**src/rtl/uart_pkg.sv**
```systemverilog
// uart_pkg: shared definitions for the configurable UART transmitter and
// its future receiver counterpart.
//   state_e        - frame state machine encoding
//   PAR_*          - encodings of the 2-bit run-time parity mode
//   parity_bit()   - parity over up to MAX_DATA_WIDTH data bits
package uart_pkg;

   typedef enum logic [2:0] {
      ST_IDLE   = 3'd0,
      ST_START  = 3'd1,
      ST_DATA   = 3'd2,
      ST_PARITY = 3'd3,
      ST_STOP   = 3'd4
   } state_e;

   // Mode 3 is reserved and behaves as no parity.
   localparam logic [1:0] PAR_NONE = 2'd0;
   localparam logic [1:0] PAR_EVEN = 2'd1;
   localparam logic [1:0] PAR_ODD  = 2'd2;

   // Widest data word either direction of the link supports.
   localparam int unsigned MAX_DATA_WIDTH = 9;

   // Callers zero-extend narrower words; the extra zeros do not change the XOR.
   // odd = 0 gives the even-parity bit, odd = 1 its inverse.
   function automatic logic parity_bit(input logic [MAX_DATA_WIDTH-1:0] data,
                                       input logic                      odd);
      return (^data) ^ odd;
   endfunction

endpackage

```
**src/rtl/uart_bit_timer.sv**
```systemverilog
// uart_bit_timer: counts clocks inside one serial bit.
//   i_clk, i_rst   - clock, synchronous active-high reset
//   i_div          - clocks per bit (0 behaves as 1)
//   i_en           - count while high; counter held at 0 while low
//   i_restart      - force the counter back to 0 (start of a new frame)
//   o_bit_done     - high for the last clock of the current bit
// The counter runs 0 .. div-1; o_bit_done is asserted while it sits at div-1
// and the counter wraps to 0 on that edge.
module uart_bit_timer
   import uart_pkg::*;
#(
   parameter int DIV_WIDTH = 16
) (
   input  logic                 i_clk,
   input  logic                 i_rst,
   input  logic [DIV_WIDTH-1:0] i_div,
   input  logic                 i_en,
   input  logic                 i_restart,
   output logic                 o_bit_done
);

   logic [DIV_WIDTH-1:0] cnt_q;
   logic [DIV_WIDTH-1:0] cnt_d;
   logic [DIV_WIDTH-1:0] last_cnt;

   always_comb begin
      // Divisor 0 shares the terminal count of divisor 1.
      last_cnt   = (i_div == '0) ? '0 : (i_div - DIV_WIDTH'(1));
      o_bit_done = i_en && (cnt_q == last_cnt);
      cnt_d      = cnt_q + DIV_WIDTH'(1);
      if (!i_en || i_restart || o_bit_done) begin
         cnt_d = '0;
      end
   end

   always_ff @(posedge i_clk) begin
      if (i_rst) begin
         cnt_q <= '0;
      end else begin
         cnt_q <= cnt_d;
      end
   end

endmodule

```
**src/rtl/uart_tx_cfg.sv**
```systemverilog
// uart_tx_cfg: configurable UART transmitter with a one-word holding register.
//   DATA_WIDTH      - data bits per frame (5..9)
//   DIV_WIDTH       - width of the clocks-per-bit divisor
//   i_clk, i_rst    - clock, synchronous active-high reset
//   i_clk_per_bit   - clocks per bit, 0 behaves as 1
//   i_parity_mode   - 0 none, 1 even, 2 odd, 3 none
//   i_two_stop      - 1 = two stop bits
//   i_data          - word to send
//   i_data_valid    - producer offers i_data
//   o_data_rdy      - holding register empty (registered)
//   o_tx            - serial line, idle high (registered)
//   o_busy          - frame in progress (registered)
//
// Handshake: a word moves into the holding register on every rising edge
// where o_data_rdy and i_data_valid are both high. i_data is ignored while
// i_data_valid is low, and i_data_valid may stay high while o_data_rdy is
// low without anything transferring. Once taken, the producer's word is the
// transmitter's responsibility; o_data_rdy drops the following cycle and
// rises again the cycle after the word moves into the shift register.
//
// Configuration inputs are sampled only on the edge that starts a frame, so
// they may change freely while a frame is on the line.
module uart_tx_cfg
   import uart_pkg::*;
#(
   parameter int DATA_WIDTH = 8,
   parameter int DIV_WIDTH  = 16
) (
   input  logic                  i_clk,
   input  logic                  i_rst,
   input  logic [DIV_WIDTH-1:0]  i_clk_per_bit,
   input  logic [1:0]            i_parity_mode,
   input  logic                  i_two_stop,
   input  logic [DATA_WIDTH-1:0] i_data,
   input  logic                  i_data_valid,
   output logic                  o_data_rdy,
   output logic                  o_tx,
   output logic                  o_busy
);

   localparam int IDX_W = $clog2(DATA_WIDTH);
   localparam logic [IDX_W-1:0] LAST_IDX = IDX_W'(DATA_WIDTH - 1);

   state_e                state_q,     state_d;
   logic [DATA_WIDTH-1:0] hold_q,      hold_d;
   logic                  hold_full_q, hold_full_d;
   logic [DATA_WIDTH-1:0] shift_q,     shift_d;
   logic [IDX_W-1:0]      idx_q,       idx_d;
   logic                  stop_cnt_q,  stop_cnt_d;
   logic [DIV_WIDTH-1:0]  div_q,       div_d;
   logic [1:0]            par_mode_q,  par_mode_d;
   logic                  two_stop_q,  two_stop_d;
   logic                  tx_q,        tx_d;
   logic                  busy_q,      busy_d;

   logic bit_done;
   logic accept;
   logic frame_end;
   logic start_frame;
   logic par_en;
   logic par_val;

   uart_bit_timer #(
      .DIV_WIDTH (DIV_WIDTH)
   ) u_bit_timer (
      .i_clk      (i_clk),
      .i_rst      (i_rst),
      .i_div      (div_q),
      .i_en       (state_q != ST_IDLE),
      .i_restart  (start_frame),
      .o_bit_done (bit_done)
   );

   always_comb begin
      accept    = !hold_full_q && i_data_valid;
      par_en    = (par_mode_q == PAR_EVEN) || (par_mode_q == PAR_ODD);
      par_val   = parity_bit(MAX_DATA_WIDTH'(shift_q), par_mode_q == PAR_ODD);
      // Last clock of the last stop bit.
      frame_end = (state_q == ST_STOP) && bit_done && (!two_stop_q || stop_cnt_q);
      // A held word launches from IDLE or straight off the final stop clock,
      // which is what keeps consecutive frames gap-free.
      start_frame = hold_full_q && ((state_q == ST_IDLE) || frame_end);

      state_d     = state_q;
      hold_d      = hold_q;
      hold_full_d = hold_full_q;
      shift_d     = shift_q;
      idx_d       = idx_q;
      stop_cnt_d  = stop_cnt_q;
      div_d       = div_q;
      par_mode_d  = par_mode_q;
      two_stop_d  = two_stop_q;

      case (state_q)
         ST_IDLE: begin
            state_d = ST_IDLE;
         end
         ST_START: begin
            if (bit_done) begin
               state_d = ST_DATA;
               idx_d   = '0;
            end
         end
         ST_DATA: begin
            if (bit_done) begin
               if (idx_q == LAST_IDX) begin
                  state_d    = par_en ? ST_PARITY : ST_STOP;
                  stop_cnt_d = 1'b0;
               end else begin
                  idx_d = idx_q + IDX_W'(1);
               end
            end
         end
         ST_PARITY: begin
            if (bit_done) begin
               state_d    = ST_STOP;
               stop_cnt_d = 1'b0;
            end
         end
         ST_STOP: begin
            if (frame_end) begin
               state_d = ST_IDLE;
            end else if (bit_done) begin
               stop_cnt_d = 1'b1;
            end
         end
         default: begin
            state_d = ST_IDLE;
         end
      endcase

      // The holding register is full on a launch edge, so o_data_rdy is low
      // and no new word can be accepted on that same edge.
      if (start_frame) begin
         state_d     = ST_START;
         shift_d     = hold_q;
         div_d       = i_clk_per_bit;
         par_mode_d  = i_parity_mode;
         two_stop_d  = i_two_stop;
         idx_d       = '0;
         stop_cnt_d  = 1'b0;
         hold_full_d = 1'b0;
      end else if (accept) begin
         hold_d      = i_data;
         hold_full_d = 1'b1;
      end

      // Line level for the coming cycle, decoded from the next state so the
      // pin itself is a flop.
      case (state_d)
         ST_START:  tx_d = 1'b0;
         ST_DATA:   tx_d = shift_d[idx_d];
         ST_PARITY: tx_d = par_val;
         default:   tx_d = 1'b1;
      endcase
      busy_d = (state_d != ST_IDLE);
   end

   always_ff @(posedge i_clk) begin
      if (i_rst) begin
         state_q     <= ST_IDLE;
         hold_q      <= '0;
         hold_full_q <= 1'b0;
         shift_q     <= '0;
         idx_q       <= '0;
         stop_cnt_q  <= 1'b0;
         div_q       <= '0;
         par_mode_q  <= PAR_NONE;
         two_stop_q  <= 1'b0;
         tx_q        <= 1'b1;
         busy_q      <= 1'b0;
      end else begin
         state_q     <= state_d;
         hold_q      <= hold_d;
         hold_full_q <= hold_full_d;
         shift_q     <= shift_d;
         idx_q       <= idx_d;
         stop_cnt_q  <= stop_cnt_d;
         div_q       <= div_d;
         par_mode_q  <= par_mode_d;
         two_stop_q  <= two_stop_d;
         tx_q        <= tx_d;
         busy_q      <= busy_d;
      end
   end

   assign o_data_rdy = ~hold_full_q;
   assign o_tx       = tx_q;
   assign o_busy     = busy_q;

endmodule

```
**config.mk**
```make
export PLATFORM = sky130hd
export DESIGN_NAME = uart_tx_cfg
export DESIGN_NICKNAME = d
export VERILOG_FILES = /design/src/rtl/uart_pkg.sv /design/src/rtl/uart_bit_timer.sv /design/src/rtl/uart_tx_cfg.sv
export SDC_FILE = /design/constraint.sdc
export NUM_CORES = 1
export LEC_CHECK = 0
export BUFFER_PORTS_ARGS = -buffer_cell sky130_fd_sc_hd__buf_2
export CORE_ASPECT_RATIO = 1.2
export CORE_UTILIZATION = 25
export CTS_BUF_LIST = sky130_fd_sc_hd__clkbuf_4 sky130_fd_sc_hd__clkbuf_8
export DETAILED_ROUTE_END_ITERATION = 6
export PLACE_DENSITY = 0.41
export SLEW_MARGIN = 20
export SYNTH_ARGS = -nofsm -noshare
export SYNTH_HDL_FRONTEND = slang
export SYNTH_HIERARCHICAL = 1
export SYNTH_SLANG_ARGS = --single-unit
export TNS_END_PERCENT = 10
```
**constraint.sdc**
```tcl
create_clock -name i_clk -period 13.7 [get_ports i_clk]
set_input_delay 2.055 -clock i_clk [delete_from_list [all_inputs] [get_ports i_clk]]
set_output_delay 2.055 -clock i_clk [all_outputs]
set_load 0.01 [all_outputs]
```
## Word level (Yosys, flattened, before mapping)

Cells that the tools add are included.

- Multiply operators: 0
- Reduce and logical (&&, ||, !) cells: 23
- $lt $le $gt $ge: 1
- Mux-type cells: 24
- Bitwise logic cells: 3
- Eq/ne operators: 16
- $add $sub $neg: 3
- Divide/modulo/power cells: 0
- Shifts and indexed selects: 0

Operators with widths:

| cell | count |
|---|---|
| $mux W3 | 11 |
| $add A16 B1 Y16 const B | 1 |
| $eq A16 B16 Y1 | 1 |
| $logic_not A16 Y1 | 1 |
| $mux W16 | 1 |
| $sub A16 B1 Y16 const B | 1 |
| $eq A3 B2 Y1 const B | 4 |
| $pmux W3 S4 | 1 |
| $ne A2 B2 Y1 const B | 5 |
| $reduce_bool A3 Y1 | 3 |
| $reduce_xor A9 Y1 | 1 |
| $mux W8 | 1 |
| $eq A3 B1 Y1 const B | 2 |
| $eq A3 B3 Y1 const B | 2 |
| $mux W1 | 6 |
| $pmux W1 S3 | 2 |
| $pmux W3 S2 | 1 |
| $reduce_and A6 Y1 | 1 |
| $logic_and A1 B1 Y1 | 5 |
| $logic_or A1 B1 Y1 | 5 |
| $lt A3 B4 Y1 const B | 1 |
| $reduce_or A2 Y1 | 2 |
| $add A3 B1 Y3 const B | 1 |
| $bmux W1 S3 | 1 |
| 7 further kinds | 10 |

- Bits in latches: 0
- Output and inout port bits: 3
- Logic and storage cells: 82
- Memories kept: 0
- Bits of input ports: 30
- Memory bits (read-only): 0
- Bits in registers: 61
- RAM bits: 0

## Depth between registers and ports, before layout

Gate-level depths: netlist of run 1.

- Depth after elaboration: 12
- Mapped depth: 19
- Gate-level depth less buffers: 17

## By module

The synthesis of run 1 kept the hierarchy.

Modules (own cells, without submodules):

| module | seq. area each (µm²) | times used | cells an instance | area each (µm²) |
|---|---|---|---|---|
| uart_tx_cfg | 900.9 | 1 | 240 | 1,975.6 |
| uart_bit_timer | 320.3 | 1 | 181 | 1,426.4 |

## Worst setup path after synthesis of run 1

No wires, ideal clock.

- Path kind: register to register
- Start: register div_q[0]
- End: register tx_q, in the netlist o_tx
- Buffers on the path: 1
- Data required time: 13,569 ps
- Data arrival time: 4,205 ps
- Cell stages (with the launch flop): 18
- Setup slack: 9,365 ps
- Setup time: 131 ps
- Clock period less this slack: 4,335 ps
- Cells stage by stage: dfxtp_1 > inv_1 > ha_1 > or3b_2 > and2_1 > or3_1 > a211o_1 > nor2_1 > nor2_1 > a2111o_1 > nor4_1 > nor2b_4 > a21boi_1 > or2_1 > buf_6 > a2111o_1 > nand4_1 > o211ai_2

- Word-level cells in the longest chain between the ends: 12
- Elaborated cells on any way between the ends: 26
- Those cells by class: 1 x add/sub; 4 x eq/ne; 15 x mux; 6 x reduce/logical

RTL lines:

| item | RTL line | RTL |
|---|---|---|
| from (decl) | uart_tx_cfg.sv:50 | `logic [DIV_WIDTH-1:0] div_q, div_d;` |
| from (signal assigned) | uart_tx_cfg.sv:179 | `div_q <= div_d;` |
| $sub A16 B1 Y16 / $logic_not A16 Y1 (equally long branches) | uart_bit_timer.sv:28 | `last_cnt = (i_div == '0) ? '0 : (i_div - DIV_WIDTH'(1));` |
| $mux W16 (*) | uart_bit_timer.sv:28 |  |
| $eq A16 B16 Y1 (*) | uart_bit_timer.sv:29 | `o_bit_done = i_en && (cnt_q == last_cnt);` |
| $logic_and A1 B1 Y1 (*) | uart_bit_timer.sv:29 |  |
| via bit_done | uart_tx_cfg.sv:56 | `logic bit_done;` |
| parallel branches: the longest is 7 deep, another holds $mux W3 | -- |  |
| $pmux W1 S3 (*) | uart_tx_cfg.sv:150 | `case (state_d)` |
| to (signal assigned) | uart_tx_cfg.sv:182 | `tx_q <= tx_d;` |
| to (decl) | uart_tx_cfg.sv:53 | `logic tx_q, tx_d;` |

Mark *: on every way through the listed nets, which the timed path passes. The select of a mux whose other input is x is not followed.
A chain may end at the register's enable or synchronous reset.

## Worst setup path after layout of run 1

Ends and elaborated chain as after synthesis.

==> flow_summary_export.csv, run 1 <==
group,metric,value,unit
grt,grt_pass1_vias,2920,
sta,holdWs,0.453,ns
synth,yosys_most_used_dff,"dfxtp_1",
routing,wl_per_cell,14.1,µm
grt,antenna_found_initial,0,
final_layout,fin_nets,475,
worst_setup_path,arrival,5.60,ns
sta,drv_slew,0,
die,die_x,108,µm
placement,dpl_cell_area,3660,µm²
placement,gp_congestion,0.764,
routing,drtPass1Iterations,4,
sta,slew_headroom,30.3,%
synth,synth_seq_cells,61,
clock_tree,path_clk_slew,0.08,ns
final_layout,num_antenna_cells,0,
routing,finalWirelength,8660,µm
worst_setup_path,crit_fanout,36,
synth,synthTopCellsByCount,"68 x nand2_1, 61 x dfxtp_1, 46 x nor2_1, 39 x a21oi_1, 18 x xnor2_1",
clock_tree,cts.sinks,61,
routing,initialDrtViolationCount,155,
placement,place_ws,8.33,ns
clock_tree,cts_buffer_depth,2,
sta,period_share,39.2,%
placement,io_buffer_count,32,
pwr,power.switching,0.142,mW
final_layout,design_area,3890,µm²
synth,ys_top_cells_by_area,"dfxtp_1 36%, nand2_1 7.5%, a21oi_1 5.7%",
sta,skew,0.00996,ns
sta,setup_ws,8.32,ns
sta,grt_setup_unrepaired,"false",
grt,grt_usage,13.4,%
die,coreArea,13200,µm²
synth,syn_inst,421,
final_layout,synthToLayoutAreaGrowth,14.2,%
clock_tree,insertion_delay,0.35,ns
worst_setup_path,cp-start-kind,"register",
routing,vias,2968,
die,die-area,14100,µm²
die,io_pins,33,
placement,post-place-cells,598,
synth,yosysTopAreaCell,"dfxtp_1",
sta,hold_violations,0,
run_status,status,"completed",
synth,yosysWarnings,6,
worst_setup_path,worstPathCellList,"inv_1, ha_1, or3b_2, and4b_1, nand3_1, a21o_1, a32o_1, a2111o_1, nor4_1, inv_2, o21ai_1, nand3_1, buf_4, inv_2, nor3b_1, a211oi_1, o211ai_2",
grt,overflow,0,
worst_setup_path,setup.worst_path.class,"register to register",
synth,synth_edf_count,0,
pwr,vdd_ir_drop_max,0.0384,mV
pwr,p_int,0.328,mW
pwr,p_seq_share,41.3,%
final_layout,fin_cells,614,
pwr,pwr-share-clk,39.0,%
clock_tree,post_cts_buffers,0,
worst_setup_path,cp-end-kind,"register",
sta,max_freq,186,MHz
synth,yosysMostFrequentCell,"nand2_1",
die,initial_core_util,25.7,%
worst_setup_path,path_buf_inv,4,
synth,yosysUniqueCellTypes,65,
final_layout,drive_above_1_share,13.5,%
clock_tree,tritoncts,"built",
worst_setup_path,slowest_stage,"nor4_1",
sta,setup_viol,0,
pwr,power,0.470,mW
pwr,combinationalPowerShare,19.8,%
synth,yosysSeqAreaShare,35.9,%
clock_tree,cts_buffers,9,
synth,yosysTopAreaCellShare,35.9,%
grt,grt_pass1_wl,14600,µm
worst_setup_path,max_stage_delay,0.85,ns
worst_setup_path,critPathTopFamily,"simple AND/OR/NAND/NOR gates",
die,rows,46,
placement,place_hpwl,6270,µm
pwr,p_per_area,121,nW/µm²
synth,syn-num-nets,455,
worst_setup_path,worst_ep_required_time,13.92,ns
routing,drc,0,
sta,setup_tns,0,ns
clock_tree,ctsResizeCount,0,
clock_tree,postCtsHoldBufs,0,
routing,viasPerCell,4.83,
min_path,min_path_type,"register to register",
sta,finalCriticalPeriod,5.38,ns
job,drv_cap,0,
synth,syn_area_per_cell,8.08,µm²
sta,worst_pin_slew,1.04,ns
pwr,swShare,30.2,%
clock_tree,cts.htree.levels,3,
final_layout,fin_util,29.4,%
pwr,p_leak,1.36,nW
synth,async_flop_share,0,%
grt,grt_max_degree,47,
routing,ant_nets,0,
die,die_height,130,µm
clock_tree,clockRootBuffer,"clkbuf_8",
synth,syn_area,3400,µm²
[state kept, by name (all words and copies together), names as in the netlist]
signal             cells
stop_cnt_q             1
o_busy                 1
u_bit_timer/cnt_q     16
hold_q                 8
shift_q                8
state_q                3
idx_q                  3
par_mode_q             2
hold_full_q            1
div_q                 16
two_stop_q             1
o_tx                   1
[tightest hold or removal path, delay by kind of cell (launching register included)]
| kind | cells | cell delay [ns] |
|---|---|---|
| DFF | 1 | 0.31 |
| AOI/OAI and AO/OA | 1 | 0.05 |
| and+or+nand+nor | 1 | 0.05 |
[final cells by class]
type | count | area [µm²]
fillers | 1474 | 9350
multi-input cells | 325 | 2020
flip-flops and latches | 61 | 1220
well taps | 168 | 210
repair buffers | 33 | 168
clock buffers | 9 | 124
clock inverters | 7 | 98.8
inverters | 11 | 41.3
[power by group through the flow]
stage | registers, mW | logic (mW) | clock network [mW]
finish | 0.194 | 0.0929 | 0.183
CTS | 0.194 | 0.0941 | 0.189
detailed placement | 0.198 | 0.0938 | 0
global placement | 0.198 | 0.0927 | 0
floorplan | 0.194 | 0.0741 | 0
global route | 0.195 | 0.104 | 0.196
[layer usage]
metal	GRT usage (%)	up-vias	share of wire (%)	wire [µm]
met5	0	-	0	0
met1	16.2	1394	45	3920
met3	2.30	13	2.3	203
li1	-	1517	-	-
met4	6.12	0	1.9	165
met2	23.2	44	51	4380
[final timing paths]
path,to,from,slack [ns],cells past startpoint
worst max-delay path,o_tx,div_q[0],8.32,17
worst min-delay path,shift_q[3],hold_q[3],0.45,2
worst max register to register,o_tx,div_q[0],8.32,17
worst min register to register,shift_q[3],hold_q[3],0.45,2
[placed cells by master (no fill, tap or decap), types with 4 or more instances in the layout]
master / Yosys / final
a21oi_1: 39 / 39
a2bb2oi_1: 4 / 4
buf_2: 3 / 32
clkbuf_8: 0 / 9
dfxtp_1: 61 / 61
ha_1: 4 / 4
inv_1: 9 / 9
mux2i_1: 11 / 11
nand2_1: 68 / 68
nand3_1: 12 / 12
nand3b_1: 4 / 4
nand4_1: 5 / 5
nor2_1: 46 / 46
nor3_1: 10 / 10
nor3b_1: 7 / 7
nor4_1: 7 / 7
o21ai_0: 6 / 6
or3_1: 6 / 6
xnor2_1: 18 / 18
xor2_1: 17 / 17
[kinds of logic (layout without fill, tap and decap cells)]
| kind of cell | after synthesis | in the layout | share of synthesized area (%) |
|---|---|---|---|
| AO/OA/AOI/OAI | 84 | 84 | 17.1 |
| XOR/XNOR | 37 | 37 | 10.4 |
| adder cells (fa/ha/maj) | 4 | 4 | 1.47 |
| buffers and inverters | 35 | 60 | 4.63 |
| flip-flops | 61 | 61 | 35.9 |
| multiplexers | 12 | 12 | 3.57 |
| AND/OR/NAND/NOR | 188 | 188 | 27.0 |
(Power assumes the default switching activity.)
==> run 2, diff against run 1 <==
--- a/config.mk
+++ b/config.mk
@@ -10,7 +10,7 @@
 export CORE_UTILIZATION = 25
 export CTS_BUF_LIST = sky130_fd_sc_hd__clkbuf_4 sky130_fd_sc_hd__clkbuf_8
 export DETAILED_ROUTE_END_ITERATION = 6
-export PLACE_DENSITY = 0.41
+export PLACE_DENSITY = 0.43
 export SLEW_MARGIN = 20
 export SYNTH_ARGS = -nofsm -noshare
 export SYNTH_HDL_FRONTEND = slang
==> constraint.sdc (replaced) <==
create_clock -name i_clk -period 4.48 [get_ports i_clk]
set_input_delay 0.672 -clock i_clk [delete_from_list [all_inputs] [get_ports i_clk]]
set_output_delay 0.672 -clock i_clk [all_outputs]
set_load 0.01 [all_outputs]
==> run 2 against run 1 <==
Against the previous run: worst setup slack lost 8.1 ns; sequential share of layout area shrank 0.29 points; hold slack gained 0.0077 ns.
==> flow_summary_export.csv, run 2 (synthesized netlist as in run 1, its figures left out) <==
group,metric,value,unit
run_status,status,"completed",
placement,dpl_cell_area,3740,µm²
die,die_height,130,µm
worst_setup_path,worst_ep_required_time,4.71,ns
final_layout,design_area,3920,µm²
pwr,swShare,32.7,%
routing,initialDrtViolationCount,128,
worst_setup_path,critPathTopFamily,"compound AO/OA/AOI/OAI gates",
grt,grt_max_degree,47,
placement,gp_congestion,0.846,
grt,grt_pass1_vias,2926,
sta,worst_pin_slew,0.921,ns
grt,overflow,0,
sta,max_freq,234,MHz
clock_tree,cts.htree.levels,3,
final_layout,fin_cells,624,
routing,drtPass1Iterations,4,
sta,setup_ws,0.199,ns
die,coreArea,13200,µm²
clock_tree,postCtsHoldBufs,0,
routing,finalWirelength,8740,µm
pwr,combinationalPowerShare,22.6,%
die,rows,46,
clock_tree,cts_buffer_depth,2,
sta,holdWs,0.461,ns
sta,slew_headroom,38.4,%
die,die-area,14100,µm²
sta,hold_violations,0,
grt,grt_pass1_wl,14400,µm
pwr,p_leak,1.39,nW
final_layout,multiInputGateArea,2030,µm²
die,io_pins,33,
routing,ant_nets,0,
final_layout,layout_common_cells,"68 x nand2_1, 61 x dfxtp_1, 46 x nor2_1",
pwr,p_seq_share,43.9,%
sta,grt_setup_unrepaired,"false",
worst_setup_path,path_buf_inv,2,
final_layout,fillCellCount,1444,
final_layout,fin_util,29.6,%
sta,finalCriticalPeriod,4.28,ns
grt,grt_usage,13.3,%
worst_setup_path,slowest_stage,"or4b_1",
clock_tree,post_cts_buffers,0,
pwr,power.switching,0.440,mW
clock_tree,cts.sinks,61,
clock_tree,tritoncts,"built",
worst_setup_path,setup.worst_path.class,"register to register",
die,die_x,108,µm
pwr,p_per_area,343,nW/µm²
pwr,p_int,0.904,mW
pwr,pwr-share-clk,33.5,%
job,drv_cap,0,
pwr,power,1.34,mW
grt,antenna_found_initial,0,
clock_tree,path_clk_slew,0.08,ns
routing,wl_per_cell,14.0,µm
min_path,min_path_type,"register to register",
placement,io_buffer_count,32,
clock_tree,insertion_delay,0.35,ns
routing,viasPerCell,4.77,
final_layout,top_regs,"div_q: 16 flops, u_bit_timer/cnt_q: 16 flops",
worst_setup_path,worstPathCellList,"inv_1, ha_1, or4b_1, or2_2, xor2_1, o32a_1, o32ai_1, o211ai_1, nor4_1, buf_4, a21bo_2, o32ai_2, or2_4, mux2_1, o2bb2ai_1, o211ai_2",
sta,skew,0.0157,ns
worst_setup_path,arrival,4.51,ns
clock_tree,clockRootBuffer,"clkbuf_8",
final_layout,synthToLayoutAreaGrowth,15.3,%
pwr,vdd_ir_drop_max,0.159,mV
sta,period_share,95.6,%
placement,place_hpwl,6490,µm
worst_setup_path,cp-start-kind,"register",
clock_tree,cts_buffers,9,
routing,drc,0,
routing,vias,2978,
sta,setup_viol,0,
final_layout,register_area,1220,µm²
placement,place_ws,0.204,ns
die,initial_core_util,25.7,%
placement,post-place-cells,608,
sta,setup_tns,0,ns
final_layout,layout_commonest_cell,"nand2_1",
sta,drv_slew,0,
final_layout,drive_above_1_share,15.6,%
final_layout,num_antenna_cells,0,
worst_setup_path,max_stage_delay,0.51,ns
worst_setup_path,cp-end-kind,"register",
final_layout,fin_nets,485,
worst_setup_path,crit_fanout,7,
[run 2: changes by cell type in the layout (fill, tap and decap cells not counted), sizes merged]
cell / change
clkinv: -1
buf: +10
bufinv: -2
clkinvlp: +2
inv: +1
[run 2: worst reg2reg max path, delay by kind of cell (launching register included)]
family | cells | cell delay [ns]
mux | 1 | 0.32
buf+inv | 2 | 0.27
fa+ha+maj | 1 | 0.19
flops | 1 | 0.32
xor+xnor | 1 | 0.17
compound gates | 7 | 1.51
simple gates | 4 | 1.38
[run 2: final cells by class]
class / count / share of cell area (%)
Timing Repair Buffer: 43 / 6.19
Clock buffer: 9 / 3.16
Tap cell: 168 / 5.36
Multi-Input combinational cell: 325 / 51.6
Inverter: 11 / 1.05
Clock inverter: 7 / 1.47
Sequential cell: 61 / 31.1
[run 2: per-layer routing]
layer,GRT usage (%),part of all wire (%),up-vias
li1,-,-,1535
met1,15.7,46,1390
met2,23.2,50,46
met3,3.10,2.9,7
met4,4.77,1.2,0
met5,0,0,-
[run 2: what timing repair did]
item / in CTS / in global routing
gates resized for setup: 0 / 1
endpoints found under the setup margin: 0 / 1
endpoints found under the hold margin: 0 / 0
[run 2: final timing paths]
check,end,slack [ns],start,cells past startpoint
setup / recovery,o_tx,0.20,div_q[0],16
hold / removal,shift_q[7],0.46,hold_q[7],2
setup reg to reg,o_tx,0.20,div_q[0],16
hold reg to reg,shift_q[7],0.46,hold_q[7],2
[run 2: power by group through the flow]
stage	clock (mW)	sequential (mW)	combinational, mW
2_1_floorplan	0	0.593	0.227
3_3_place_gp	0	0.602	0.302
3_5_place_dp	0	0.603	0.305
4_1_cts	0.471	0.590	0.306
5_1_grt	0.492	0.594	0.335
6_report	0.450	0.590	0.304
==> run 3, diff against run 2 <==
--- a/config.mk
+++ b/config.mk
@@ -10,7 +10,6 @@
 export CORE_UTILIZATION = 25
 export CTS_BUF_LIST = sky130_fd_sc_hd__clkbuf_4 sky130_fd_sc_hd__clkbuf_8
 export DETAILED_ROUTE_END_ITERATION = 6
-export PLACE_DENSITY = 0.43
 export SLEW_MARGIN = 20
 export SYNTH_ARGS = -nofsm -noshare
 export SYNTH_HDL_FRONTEND = slang
==> run 3 against run 2 <==
Against the previous run: sequential cell count is the same; worst setup slack better by 0.077 ns; sequential share of layout area is 0.080 points higher; wire length is 6.7% lower; fmax grew 1.8%; count of clock-buffer cells in the layout grew 1; global-route usage shrank 0.79 points; largest cell class unchanged; combinational power down 3%; utilization fell by 0.076 points; clock power shrank 3%; cell count shrank 0.48%.
==> flow_summary_export.csv, run 3 (synthesized netlist as in run 1, its figures left out) <==
group,metric,value,unit
run_status,status,"completed",
die,die-area,14100,µm²
job,drv_cap,0,
worst_setup_path,arrival,4.42,ns
grt,grt_pass1_vias,2976,
placement,dpl_cell_area,3700,µm²
grt,overflow,0,
routing,wl_per_cell,13.1,µm
placement,gp_congestion,0.826,
grt,grt_usage,12.5,%
die,initial_core_util,25.7,%
clock_tree,cts.htree.levels,3,
final_layout,layout_commonest_cell,"nand2_1",
routing,finalWirelength,8150,µm
routing,wl_met1,3660,µm
die,die_height,130,µm
routing,highest_layer,"met4",
final_layout,fin_cells,621,
routing,ant_nets,0,
pwr,p_per_area,338,nW/µm²
clock_tree,cts.sinks,61,
sta,setup_viol,0,
pwr,power,1.32,mW
grt,grt_max_degree,47,
worst_setup_path,crit_fanout,7,
clock_tree,insertion_delay,0.34,ns
routing,drtPass1Iterations,4,
placement,io_buffer_count,32,
final_layout,register_area,1220,µm²
routing,wl_met3,408,µm
clock_tree,path_clk_slew,0.07,ns
die,rows,46,
sta,slew_headroom,38.9,%
final_layout,design_area,3910,µm²
worst_setup_path,worst_ep_required_time,4.70,ns
min_path,min_path_type,"register to register",
routing,wl_met2,4010,µm
die,io_pins,33,
grt,grt_pass1_wl,13900,µm
routing,drc,0,
clock_tree,cts_buffer_depth,2,
pwr,vdd_ir_drop_max,0.200,mV
routing,vias,3009,
clock_tree,tritoncts,"built",
final_layout,drive_above_1_share,15.2,%
sta,finalCriticalPeriod,4.20,ns
final_layout,multiInputGateArea,2040,µm²
sta,setup_ws,0.276,ns
placement,place_hpwl,6070,µm
routing,initialDrtViolationCount,134,
placement,post-place-cells,603,
worst_setup_path,setup.worst_path.class,"register to register",
sta,period_share,93.9,%
clock_tree,clockRootBuffer,"clkbuf_8",
final_layout,fin_nets,482,
sta,max_freq,238,MHz
clock_tree,postCtsHoldBufs,0,
die,coreArea,13200,µm²
worst_setup_path,cp-end-kind,"register",
sta,drv_slew,0,
die,die_x,108,µm
final_layout,fillCellCount,1427,
worst_setup_path,cp-start-kind,"register",
routing,viasPerCell,4.85,
grt,antenna_found_initial,0,
sta,worst_pin_slew,0.914,ns
sta,hold_violations,0,
placement,place_ws,0.0786,ns
final_layout,synthToLayoutAreaGrowth,15.0,%
clock_tree,cts_buffers,9,
sta,grt_setup_unrepaired,"false",
pwr,p_leak,1.38,nW
final_layout,layout_common_cells,"68 x nand2_1, 61 x dfxtp_1, 46 x nor2_1",
sta,skew,0.00668,ns
sta,setup_tns,0,ns
final_layout,num_antenna_cells,0,
final_layout,top_regs,"div_q: 16 flops, u_bit_timer/cnt_q: 16 flops",
-- run 3: changes by cell type in the layout (fill, tap and decap cells not counted) --
cell	before	now
clkinv_2	0	3
buf_4	11	8
nor4_2	1	2
o32ai_2	1	0
inv_6	2	0
clkinvlp_4	3	2
clkbuf_8	9	10
nor4_1	7	6
clkinv_4	2	1
o32ai_4	0	1
-- run 3: power by group --
part           total [mW]  leakage, nW  switching (mW)  internal [mW]
Combinational       0.296        0.794           0.163          0.132
Sequential          0.592        0.496          0.0279          0.564
Clock               0.435       0.0880           0.222          0.213
Total                1.32         1.38           0.413          0.910
-- run 3: timing repair --
action	4_1_cts	5_1_grt
resized for setup	0	3
setup endpoints to repair	0	13
buffers inserted	0	2
-- run 3: final timing paths --
path,from,end,slack [ns],depth (start not counted)
max,div_q[0],o_tx,0.28,17
min,hold_q[4],shift_q[4],0.46,2
max reg2reg,div_q[0],o_tx,0.28,17
min reg2reg,hold_q[4],shift_q[4],0.46,2
-- run 3: final cells by class --
cell class	count	share of cell area, %
Multi-Input combinational cell	325	52.2
Sequential cell	61	31.2
Inverter	11	1.06
Timing Repair Buffer	40	5.63
Clock buffer	10	3.52
Tap cell	168	5.37
Clock inverter	6	0.991
-- run 3: metrics by stage --
stage | hold WS (ns) | utilization, %
floorplan | 0.431 | -
global placement | 0.445 | 28.0
detailed placement | 0.449 | 28.0
CTS | 0.458 | 29.3
global route | 0.474 | 29.6
finish | 0.457 | 29.6
-- run 3: critical path: stages (launching register included) --
cell and delay, ns:
dfxtp_1 0.35, inv_1 0.09, ha_1 0.19, or3b_2 0.50, and2_1 0.18, or3_1 0.31
a211o_1 0.27, nor2_1 0.11, nor2_1 0.08, a2111o_1 0.31, nor4_2 0.25, buf_4 0.19
a21bo_2 0.25, o32ai_4 0.24, or2_4 0.19, mux2_1 0.32, o2bb2ai_1 0.15, o211ai_2 0.09
-- run 3: routing by layer --
metal,vias up,track usage (%)
met4,0,5.96
met3,4,2.95
li1,1535,-
met1,1383,15.0
met5,-,0
met2,87,20.8
